<file path="src/rtl/cell_comm_link_monitor_if.sv">
// Bundles the link-monitor event inputs, control strobes and readout bus.
// master: the side that drives link events and reads back; slave: the monitor.
interface cell_comm_link_monitor_if #(
    parameter int NCHAN      = 2,
    parameter int CHW        = 4,
    parameter int DATA_WIDTH = 32
);
    logic [NCHAN-1:0]      chanUp;
    logic [NCHAN-1:0]      rxTvalid;
    logic [NCHAN-1:0]      rxTlast;
    logic [NCHAN-1:0]      rxCRCvalid;
    logic [NCHAN-1:0]      rxCRCpass;
    logic                  snapStrobe;
    logic                  clrStrobe;
    logic [CHW-1:0]        rdChan;
    logic [1:0]            rdReg;
    logic [DATA_WIDTH-1:0] rdData;
    logic [NCHAN-1:0]      staleFlags;

    modport master (
        output chanUp, rxTvalid, rxTlast, rxCRCvalid, rxCRCpass,
        output snapStrobe, clrStrobe, rdChan, rdReg,
        input  rdData, staleFlags
    );

    modport slave (
        input  chanUp, rxTvalid, rxTlast, rxCRCvalid, rxCRCpass,
        input  snapStrobe, clrStrobe, rdChan, rdReg,
        output rdData, staleFlags
    );
endinterface

</file>
<file path="src/rtl/cell_comm_link_monitor.sv">
// N-channel Aurora link statistics/health monitor: saturating CRC-fault,
// frame and up-loss counters, global snapshot shadows, stale-link watchdog
// and a registered shadow readout. All inputs are already on sysClk.
// Optional fault interrupt: define CELL_COMM_LINK_MONITOR_IRQ_EN.
module cell_comm_link_monitor #(
    parameter int NCHAN          = 2,
    parameter int COUNT_WIDTH    = 32,
    parameter int DATA_WIDTH     = 32,
    parameter int TIMEOUT_CYCLES = 1000,
    parameter int CHW            = 4
) (
    input  logic                     sysClk,
    input  logic                     sysReset_n,
    cell_comm_link_monitor_if.slave  bus
`ifdef CELL_COMM_LINK_MONITOR_IRQ_EN
    ,
    output logic                     irq
`endif
);
    // Reject illegal configurations at elaboration time
    if (NCHAN < 1 || NCHAN > 16) begin : g_bad_nchan
        $error("NCHAN must be 1..16");
    end
    if (COUNT_WIDTH < 1 || COUNT_WIDTH > DATA_WIDTH) begin : g_bad_cw
        $error("COUNT_WIDTH must be 1..DATA_WIDTH");
    end
    if (TIMEOUT_CYCLES < 2) begin : g_bad_to
        $error("TIMEOUT_CYCLES must be at least 2");
    end
    if ((1 << CHW) < NCHAN) begin : g_bad_chw
        $error("2**CHW must cover NCHAN");
    end

    localparam int WDW = $clog2(TIMEOUT_CYCLES + 1);

    typedef logic [COUNT_WIDTH-1:0] cnt_t;
    typedef logic [WDW-1:0]         wd_t;
    typedef struct packed {
        cnt_t crc;
        cnt_t frm;
        cnt_t ul;
    } cnt_set_t;

    localparam wd_t WD_MAX = wd_t'(TIMEOUT_CYCLES);

    cnt_set_t [NCHAN-1:0]  live_q, live_d;
    cnt_set_t [NCHAN-1:0]  shadow_q, shadow_d;
    wd_t      [NCHAN-1:0]  wd_q, wd_d;
    logic     [NCHAN-1:0]  stale_q, stale_d;
    logic     [NCHAN-1:0]  prev_up_q;
    logic [DATA_WIDTH-1:0] rd_data_q, rd_data_d;
    logic     [NCHAN-1:0]  sticky_vec;

    logic [NCHAN-1:0] crc_ev, frame_end, up_loss;
    assign crc_ev    = bus.rxCRCvalid & ~bus.rxCRCpass;
    assign frame_end = bus.rxTvalid & bus.rxTlast;
    assign up_loss   = prev_up_q & ~bus.chanUp;

    function automatic cnt_t sat_inc(input cnt_t v, input logic ev);
        return (ev && v != '1) ? cnt_t'(v + 1'b1) : v;
    endfunction

    // Counter, shadow and watchdog next-state; clear beats increment, snapshot sees pre-edge values
    always_comb begin
        live_d   = live_q;
        shadow_d = shadow_q;
        wd_d     = wd_q;
        stale_d  = '0;
        for (int i = 0; i < NCHAN; i++) begin
            if (bus.snapStrobe) shadow_d[i] = live_q[i];
            if (bus.clrStrobe) begin
                live_d[i] = '0;
            end else begin
                live_d[i].crc = sat_inc(live_q[i].crc, crc_ev[i]);
                live_d[i].frm = sat_inc(live_q[i].frm, frame_end[i]);
                live_d[i].ul  = sat_inc(live_q[i].ul,  up_loss[i]);
            end
            if (!bus.chanUp[i] || frame_end[i]) wd_d[i] = '0;
            else if (wd_q[i] != WD_MAX)         wd_d[i] = wd_t'(wd_q[i] + 1'b1);
            stale_d[i] = (wd_d[i] == WD_MAX);
        end
    end

    // Readout mux: shadows for counters, live status for reg 3, zero for absent channels
    always_comb begin
        rd_data_d = '0;
        for (int i = 0; i < NCHAN; i++) begin
            if (bus.rdChan == CHW'(i)) begin
                case (bus.rdReg)
                    2'd0:    rd_data_d = DATA_WIDTH'(shadow_q[i].crc);
                    2'd1:    rd_data_d = DATA_WIDTH'(shadow_q[i].frm);
                    2'd2:    rd_data_d = DATA_WIDTH'(shadow_q[i].ul);
                    default: rd_data_d = DATA_WIDTH'({sticky_vec[i], stale_q[i], bus.chanUp[i]});
                endcase
            end
        end
    end

    // Main state registers
    always_ff @(posedge sysClk) begin
        if (!sysReset_n) begin
            live_q    <= '0;
            shadow_q  <= '0;
            wd_q      <= '0;
            stale_q   <= '0;
            prev_up_q <= '0;
            rd_data_q <= '0;
        end else begin
            live_q    <= live_d;
            shadow_q  <= shadow_d;
            wd_q      <= wd_d;
            stale_q   <= stale_d;
            prev_up_q <= bus.chanUp;
            rd_data_q <= rd_data_d;
        end
    end

`ifdef CELL_COMM_LINK_MONITOR_IRQ_EN
    logic [NCHAN-1:0] sticky_q, sticky_d;
    logic             irq_q, irq_d;

    // Sticky fault bits: a new fault overrides a same-cycle clear; irq lags sticky by one cycle
    always_comb begin
        sticky_d = (sticky_q & ~{NCHAN{bus.clrStrobe}}) | crc_ev | up_loss;
        irq_d    = |sticky_q;
    end

    // Fault interrupt registers
    always_ff @(posedge sysClk) begin
        if (!sysReset_n) begin
            sticky_q <= '0;
            irq_q    <= 1'b0;
        end else begin
            sticky_q <= sticky_d;
            irq_q    <= irq_d;
        end
    end

    assign sticky_vec = sticky_q;
    assign irq        = irq_q;
`else
    assign sticky_vec = '0;
`endif

    assign bus.rdData     = rd_data_q;
    assign bus.staleFlags = stale_q;
endmodule

</file>
<file path="src/flat_wrapper.sv">
// flat-port wrapper written by rule: the top's interface ports become plain ports
module cell_comm_link_monitor_flat 
#(
    parameter int NCHAN          = 2,
    parameter int COUNT_WIDTH    = 32,
    parameter int DATA_WIDTH     = 32,
    parameter int TIMEOUT_CYCLES = 1000,
    parameter int CHW            = 4
)
  (sysClk, sysReset_n, bus_chanUp, bus_rxTvalid, bus_rxTlast, bus_rxCRCvalid, bus_rxCRCpass, bus_snapStrobe, bus_clrStrobe, bus_rdChan, bus_rdReg, bus_rdData, bus_staleFlags);
  cell_comm_link_monitor_if #(.NCHAN(NCHAN), .CHW(CHW), .DATA_WIDTH(DATA_WIDTH)) bus_i ();
  input  logic sysClk;
  input  logic sysReset_n;
  input wire logic [$bits(bus_i.chanUp)-1:0] bus_chanUp;
  input wire logic [$bits(bus_i.rxTvalid)-1:0] bus_rxTvalid;
  input wire logic [$bits(bus_i.rxTlast)-1:0] bus_rxTlast;
  input wire logic [$bits(bus_i.rxCRCvalid)-1:0] bus_rxCRCvalid;
  input wire logic [$bits(bus_i.rxCRCpass)-1:0] bus_rxCRCpass;
  input wire logic [$bits(bus_i.snapStrobe)-1:0] bus_snapStrobe;
  input wire logic [$bits(bus_i.clrStrobe)-1:0] bus_clrStrobe;
  input wire logic [$bits(bus_i.rdChan)-1:0] bus_rdChan;
  input wire logic [$bits(bus_i.rdReg)-1:0] bus_rdReg;
  output wire logic [$bits(bus_i.rdData)-1:0] bus_rdData;
  output wire logic [$bits(bus_i.staleFlags)-1:0] bus_staleFlags;
  assign bus_i.chanUp = bus_chanUp;
  assign bus_i.rxTvalid = bus_rxTvalid;
  assign bus_i.rxTlast = bus_rxTlast;
  assign bus_i.rxCRCvalid = bus_rxCRCvalid;
  assign bus_i.rxCRCpass = bus_rxCRCpass;
  assign bus_i.snapStrobe = bus_snapStrobe;
  assign bus_i.clrStrobe = bus_clrStrobe;
  assign bus_i.rdChan = bus_rdChan;
  assign bus_i.rdReg = bus_rdReg;
  assign bus_rdData = bus_i.rdData;
  assign bus_staleFlags = bus_i.staleFlags;
  cell_comm_link_monitor #(.NCHAN(NCHAN), .COUNT_WIDTH(COUNT_WIDTH), .DATA_WIDTH(DATA_WIDTH), .TIMEOUT_CYCLES(TIMEOUT_CYCLES), .CHW(CHW)) u_core (.sysClk(sysClk), .sysReset_n(sysReset_n), .bus(bus_i));
endmodule
</file>
<file path="config.mk">
export PLATFORM = sky130hd
export DESIGN_NAME = cell_comm_link_monitor_flat
export DESIGN_NICKNAME = d
export VERILOG_FILES = /design/src/rtl/cell_comm_link_monitor_if.sv /design/src/rtl/cell_comm_link_monitor.sv /design/src/flat_wrapper.sv
export SDC_FILE = /design/constraint.sdc
export NUM_CORES = 1
export LEC_CHECK = 0
export BUFFER_PORTS_ARGS = -buffer_cell sky130_fd_sc_hd__buf_2
export CAP_MARGIN = 20
export CORE_MARGIN = 4
export CORE_UTILIZATION = 40
export DETAILED_ROUTE_END_ITERATION = 7
export REMOVE_ABC_BUFFERS = 1
export SYNTH_ARGS = -nofsm -noshare
export SYNTH_HDL_FRONTEND = slang
export SYNTH_SLANG_ARGS = --single-unit
</file>
<file path="constraint.sdc">
create_clock -name sysClk -period 4.5 [get_ports sysClk]
set_input_delay 0.225 -clock sysClk [delete_from_list [all_inputs] [get_ports sysClk]]
set_output_delay 0.225 -clock sysClk [all_outputs]
set_load 0.01 [all_outputs]
</file>
* After elaboration in Yosys (flattened, before gate mapping)
Cells that the tools add are included.
** Cells by class
- $add $sub $neg :: 8
- $mul :: 0
- Div/mod/pow operators :: 0
- Magnitude comparators :: 0
- Equality and inequality tests :: 13
- Shift-type cells :: 0
- Mux-type cells :: 8
- Bitwise gates (word level) :: 6
- Reductions and logical operators :: 13
** Operators with widths (number)
- 32-bit by 1-bit adder with 32-bit output (second input constant) :: 6
- 32-bit inequality test (second input constant) :: 6
- 32-bit one-hot mux with 3 select lines :: 2
- 32-bit two-way mux :: 2
- 10-bit two-way mux :: 4
- 10-bit by 1-bit adder with 10-bit output (second input constant) :: 2
- 10-bit equality test (second input constant) :: 2
- 10-bit inequality test (second input constant) :: 2
- 2-bit bitwise AND :: 3
- 1-bit logical AND :: 6
- 4-bit by 1-bit equality test with 1-bit output (second input constant) :: 1
- 4-bit zero test :: 1
- 2-bit inverter :: 2
- 2-bit by 1-bit equality test with 1-bit output (second input constant) :: 1
- 2-bit equality test (second input constant) :: 1
- 1-bit zero test :: 2
- 2-bit zero test :: 1
- 1-bit logical OR :: 2
- 2-bit OR reduction :: 1
- 1-bit inverter :: 1
** Word-level totals
- Register bits after elaboration :: 440
- Bits in latches :: 0
- Bits in writable memories :: 0
- Memory bits (read-only) :: 0
- Output and inout bits :: 34
- Memories kept :: 0

* Logic depth before layout (Yosys ltp)
- Depth after elaboration :: 4
- Gate-level depth with buffers :: 8

* Least setup slack after synthesis
OpenSTA, ideal clock, no wires.
- Kind :: register -> register
- From :: reg u_core.live_q[3] in the netlist's numbering
- To :: reg u_core.live_q[26] in the netlist's numbering
- Setup time :: 0.070 ns
- Arrival :: 2.072 ns
- Required time :: 4.430 ns
- Setup slack :: 2.357 ns
- Stages on the path, launching flop included :: 7
- Buffers on the path :: 1
- Period minus slack after synthesis :: 2.143 ns
- Cells stage by stage :: dfxtp_1 > nand4_4 > or4_4 > or3_1 > buf_6 > or3_1 > a21oi_1
** On the way
- Cells in the longest elaborated chain, start to end :: 2
- Elaborated cells between the ends (all ways) :: 3
- Classes of those cells :: add/sub (1); eq/ne (1); reduce/logical (1)
** Ends and longest elaborated chain
- start: declaration :: RTL line cell_comm_link_monitor.sv:46 : cnt_set_t [NCHAN-1:0] live_q, live_d;
- start signal: assignment :: RTL line cell_comm_link_monitor.sv:109 : live_q <= live_d;
- branches (longest 2 deep; another with 32-bit by 1-bit adder with 32-bit output)
Parallel ways; which one is timed is not known.
A chain may end at the register's enable or synchronous reset.

* Worst setup path after layout
- From :: reg u_core.live_q[163] in the netlist's numbering
- To :: reg u_core.live_q[173] in the netlist's numbering
Same word-level chain as after synthesis.

==> impl_metrics.py <==
metrics = {
    "outcome": {
        "status": "finished clean",
    },
    "drt": {
        "ant_nets": 0,
        "wl_per_cell_um": 18.0,
        "firstDrtPassIters": 5,
        "viasPerCell": 5.66,
        "wl_mm": 52.6,
        "drtIter0Drc": 1194,
        "vias": 16500,
        "drc": 0,
    },
    "place": {
        "io_buffers": 53,
        "place_worst_setup_slack_ns": 1.66,
        "routabilityCongestion": 0.853,
        "dpl.cell_count": 2837,
        "place_hpwl_mm": 35.6,
        "placed_area_um2": 21200,
    },
    "worst_setup_path": {
        "crit_slowest_cell": "nor4_2",
        "cp_common_cell": "or4_1",
        "required_ns": 4.93,
        "worstReg2RegEnd": "u_core.live_q[173]$_SDFFE_PP0P_",
        "end_kind": "register",
        "worstPathMaxFanout": 12,
        "crit_arrival_ns": 3.29,
        "crit_type": "reg2reg",
        "cpLargestDelayFamily": "simple AND/OR/NAND/NOR gates",
        "timing.rr.start": "u_core.live_q[163]$_SDFFE_PP0P_",
        "critPathMaxStageDelay_ns": 0.94,
        "startpoint_type": "register",
        "critical_path.cell_chain": "nand4_1 > or4_1 > nor4_2 > or4_1 > a21oi_1",
        "rrSetupSlack_ns": 1.64,
        "path_buf_inv": 0,
        "reg2regPathDepth": 5,
    },
    "power": {
        "p_total_mw": 8.12,
        "powerDensity_nw_per_um2": 357,
        "power_leakage_nw": 7.68,
        "vdd_drop_max_mv": 0.289,
    },
    "clock_network": {
        "post_cts_buffers": 0,
        "clkSinkCount": 440,
        "cts_buffers": 49,
        "ctsHtreeMaxLevel": 2,
        "root_buffer": "clkbuf_16",
        "cts_tree": "built",
        "cts.path.max_buffers": 3,
        "clkLatencyLatePin_ns": 0.59,
        "path_clk_slew_ns": 0.06,
    },
    "global_route": {
        "antenna_found_initial": 0,
        "grt.total_usage_pct": 18.8,
        "grt_max_degree": 106,
        "grt_pass1_vias": 15500,
        "grt_pass1_wl_mm": 84.1,
        "gr-total-overflow": 0,
    },
    "finish": {
        "fin_util_pct": 45.2,
        "area_delta_synth_final_pct": 11.6,
        "layout_commonest_cell": "dfxtp_1",
        "drive_gt1_share_pct": 7.77,
        "fin_cells": 2925,
        "fin_nets": 2250,
        "fillers": 4865,
        "mostFrequentLayoutCells": "440 x dfxtp_1, 265 x mux2i_1, 196 x nor2b_1, 155 x nor2_1, 154 x a21oi_1",
        "final_area_um2": 22700,
    },
    "floorplan": {
        "ios": 54,
        "placementRows": 82,
        "die_y_um": 234,
        "start_util_pct": 40.5,
        "core_region_area_um2": 50300,
        "die_x_um": 234,
        "dieArea_um2": 54600,
    },
    "sta": {
        "clock_skew_ns": 0.0197,
        "period_needed_ns": 2.86,
        "fin_crit_sh_pct": 63.5,
        "fmax_ghz": 0.350,
        "slew_headroom_pct": 28.4,
        "tightest_slew_ns": 1.06,
        "rsz0062_at_grt": "no",
        "setup_viol": 0,
        "drv_slew": 0,
        "fin_ws_ns": 1.64,
        "hold_ws_ns": 0.0457,
        "tns_ns": 0,
        "hold_violations": 0,
    },
    "logic_synthesis": {
        "synth_top_area_share_pct": 43.2,
        "synth-edff-count": 0,
        "yosys.area.top_type": "dfxtp_1",
        "async_flop_share_pct": 0,
        "synth-seq-cells": 440,
        "synthDistinctLibCells": 65,
        "seq_area_frac_synth_pct": 43.2,
        "synth_warnings": 0,
        "synth_flop_cell": "dfxtp_1",
        "syn_area_um2": 20400,
        "synth_area_leaders": "dfxtp_1 43%, mux2i_1 13%, nor2b_1 6.1%",
        "avgSynthCellArea_um2": 9.14,
        "postSynthCellCount": 2229,
    },
    "min_path": {
        "hold_class": "in2reg",
        "min_to": "u_core.live_q[66]$_SDFFE_PP0P_",
        "holdPathStages": 4,
        "hp-start": "bus_rxCRCpass[0]",
    },
    "run": {
        "max_cap_violations": 0,
    },
}
## cell usage after synthesis, types with 23 or more instances
cell type	number
or4_1	65
a211oi_1	66
xor2_1	25
nand3_1	75
o31ai_1	59
mux2i_1	265
nand4_1	64
nor2_1	155
and4_1	29
dfxtp_1	440
a21oi_1	154
or3_1	63
clkbuf_1	98
nand2_1	100
inv_1	27
nor2b_1	198
nor4_1	23
o21ai_0	72
buf_1	28
xnor2_1	33
## cell type report
type                            instances  area [µm²]  share of cell area [%]
Tap cell                              672         841                    3.70
Clock buffer                           76        1490                    6.55
Clock inverter                          7        63.8                   0.281
Timing Repair Buffer                   75         470                    2.07
Antenna cell                            1        2.50                  0.0110
Multi-Input combinational cell       1627       11000                    48.2
Inverter                               27         101                   0.446
Sequential cell                       440        8810                    38.7
## timing repair
item	in CTS	in global routing
resized for setup	0	0
endpoints found under the hold margin	4	0
hold buffers	4	0
## per-layer routing
layer / global-route usage, % / share of wire [%]
met4: 4.59 / 1.9
met1: 27.5 / 49
met3: 2.95 / 5.1
met2: 29.0 / 44
met5: 0 / 0
## tightest hold or removal path: stages
cell and delay [ns]:
buf_2 0.09, nand3b_1 0.11, or3_1 0.10, a21oi_1 0.06
## flip-flops by register name (all words and copies together), names as in the netlist
name and count:
u_core.live_q 192, u_core.shadow_q 192, u_core.bus.rdData 32, u_core.wd_q 20, u_core.bus.staleFlags 2, u_core.prev_up_q 2
## report_power, final
group / internal [mW] / total, mW / leakage (nW) / switching (mW)
logic: 0.111 / 0.305 / 3.37 / 0.194
clock network: 2.31 / 3.90 / 0.768 / 1.59
registers: 3.90 / 3.91 / 3.54 / 0.00738
## how the worst max path moves through the flow
stage,start,end,depth (start not counted)
floorplan,bus_clrStrobe,u_core.live_q[8]$_SDFFE_PP0P_,3
CTS,u_core.live_q[163]$_SDFFE_PP0P_,u_core.live_q[169]$_SDFFE_PP0P_,5
global route,u_core.live_q[163]$_SDFFE_PP0P_,u_core.live_q[173]$_SDFFE_PP0P_,5
finish,u_core.live_q[163]$_SDFFE_PP0P_,u_core.live_q[173]$_SDFFE_PP0P_,5
global placement,u_core.live_q[163]$_SDFFE_PP0P_,u_core.live_q[183]$_SDFFE_PP0P_,5
detailed placement,u_core.live_q[163]$_SDFFE_PP0P_,u_core.live_q[169]$_SDFFE_PP0P_,5
## logic make-up after synthesis
family / synth area share, %
AND/OR/NAND/NOR: 24.4
AO/OA/AOI/OAI: 12.8
flip-flops: 43.2
multiplexers: 13.5
XOR/XNOR: 2.49
adder cells (fa/ha/maj): 0.614
buffers and inverters: 3.07
No activity file was read; power rests on OpenSTA's default activity.
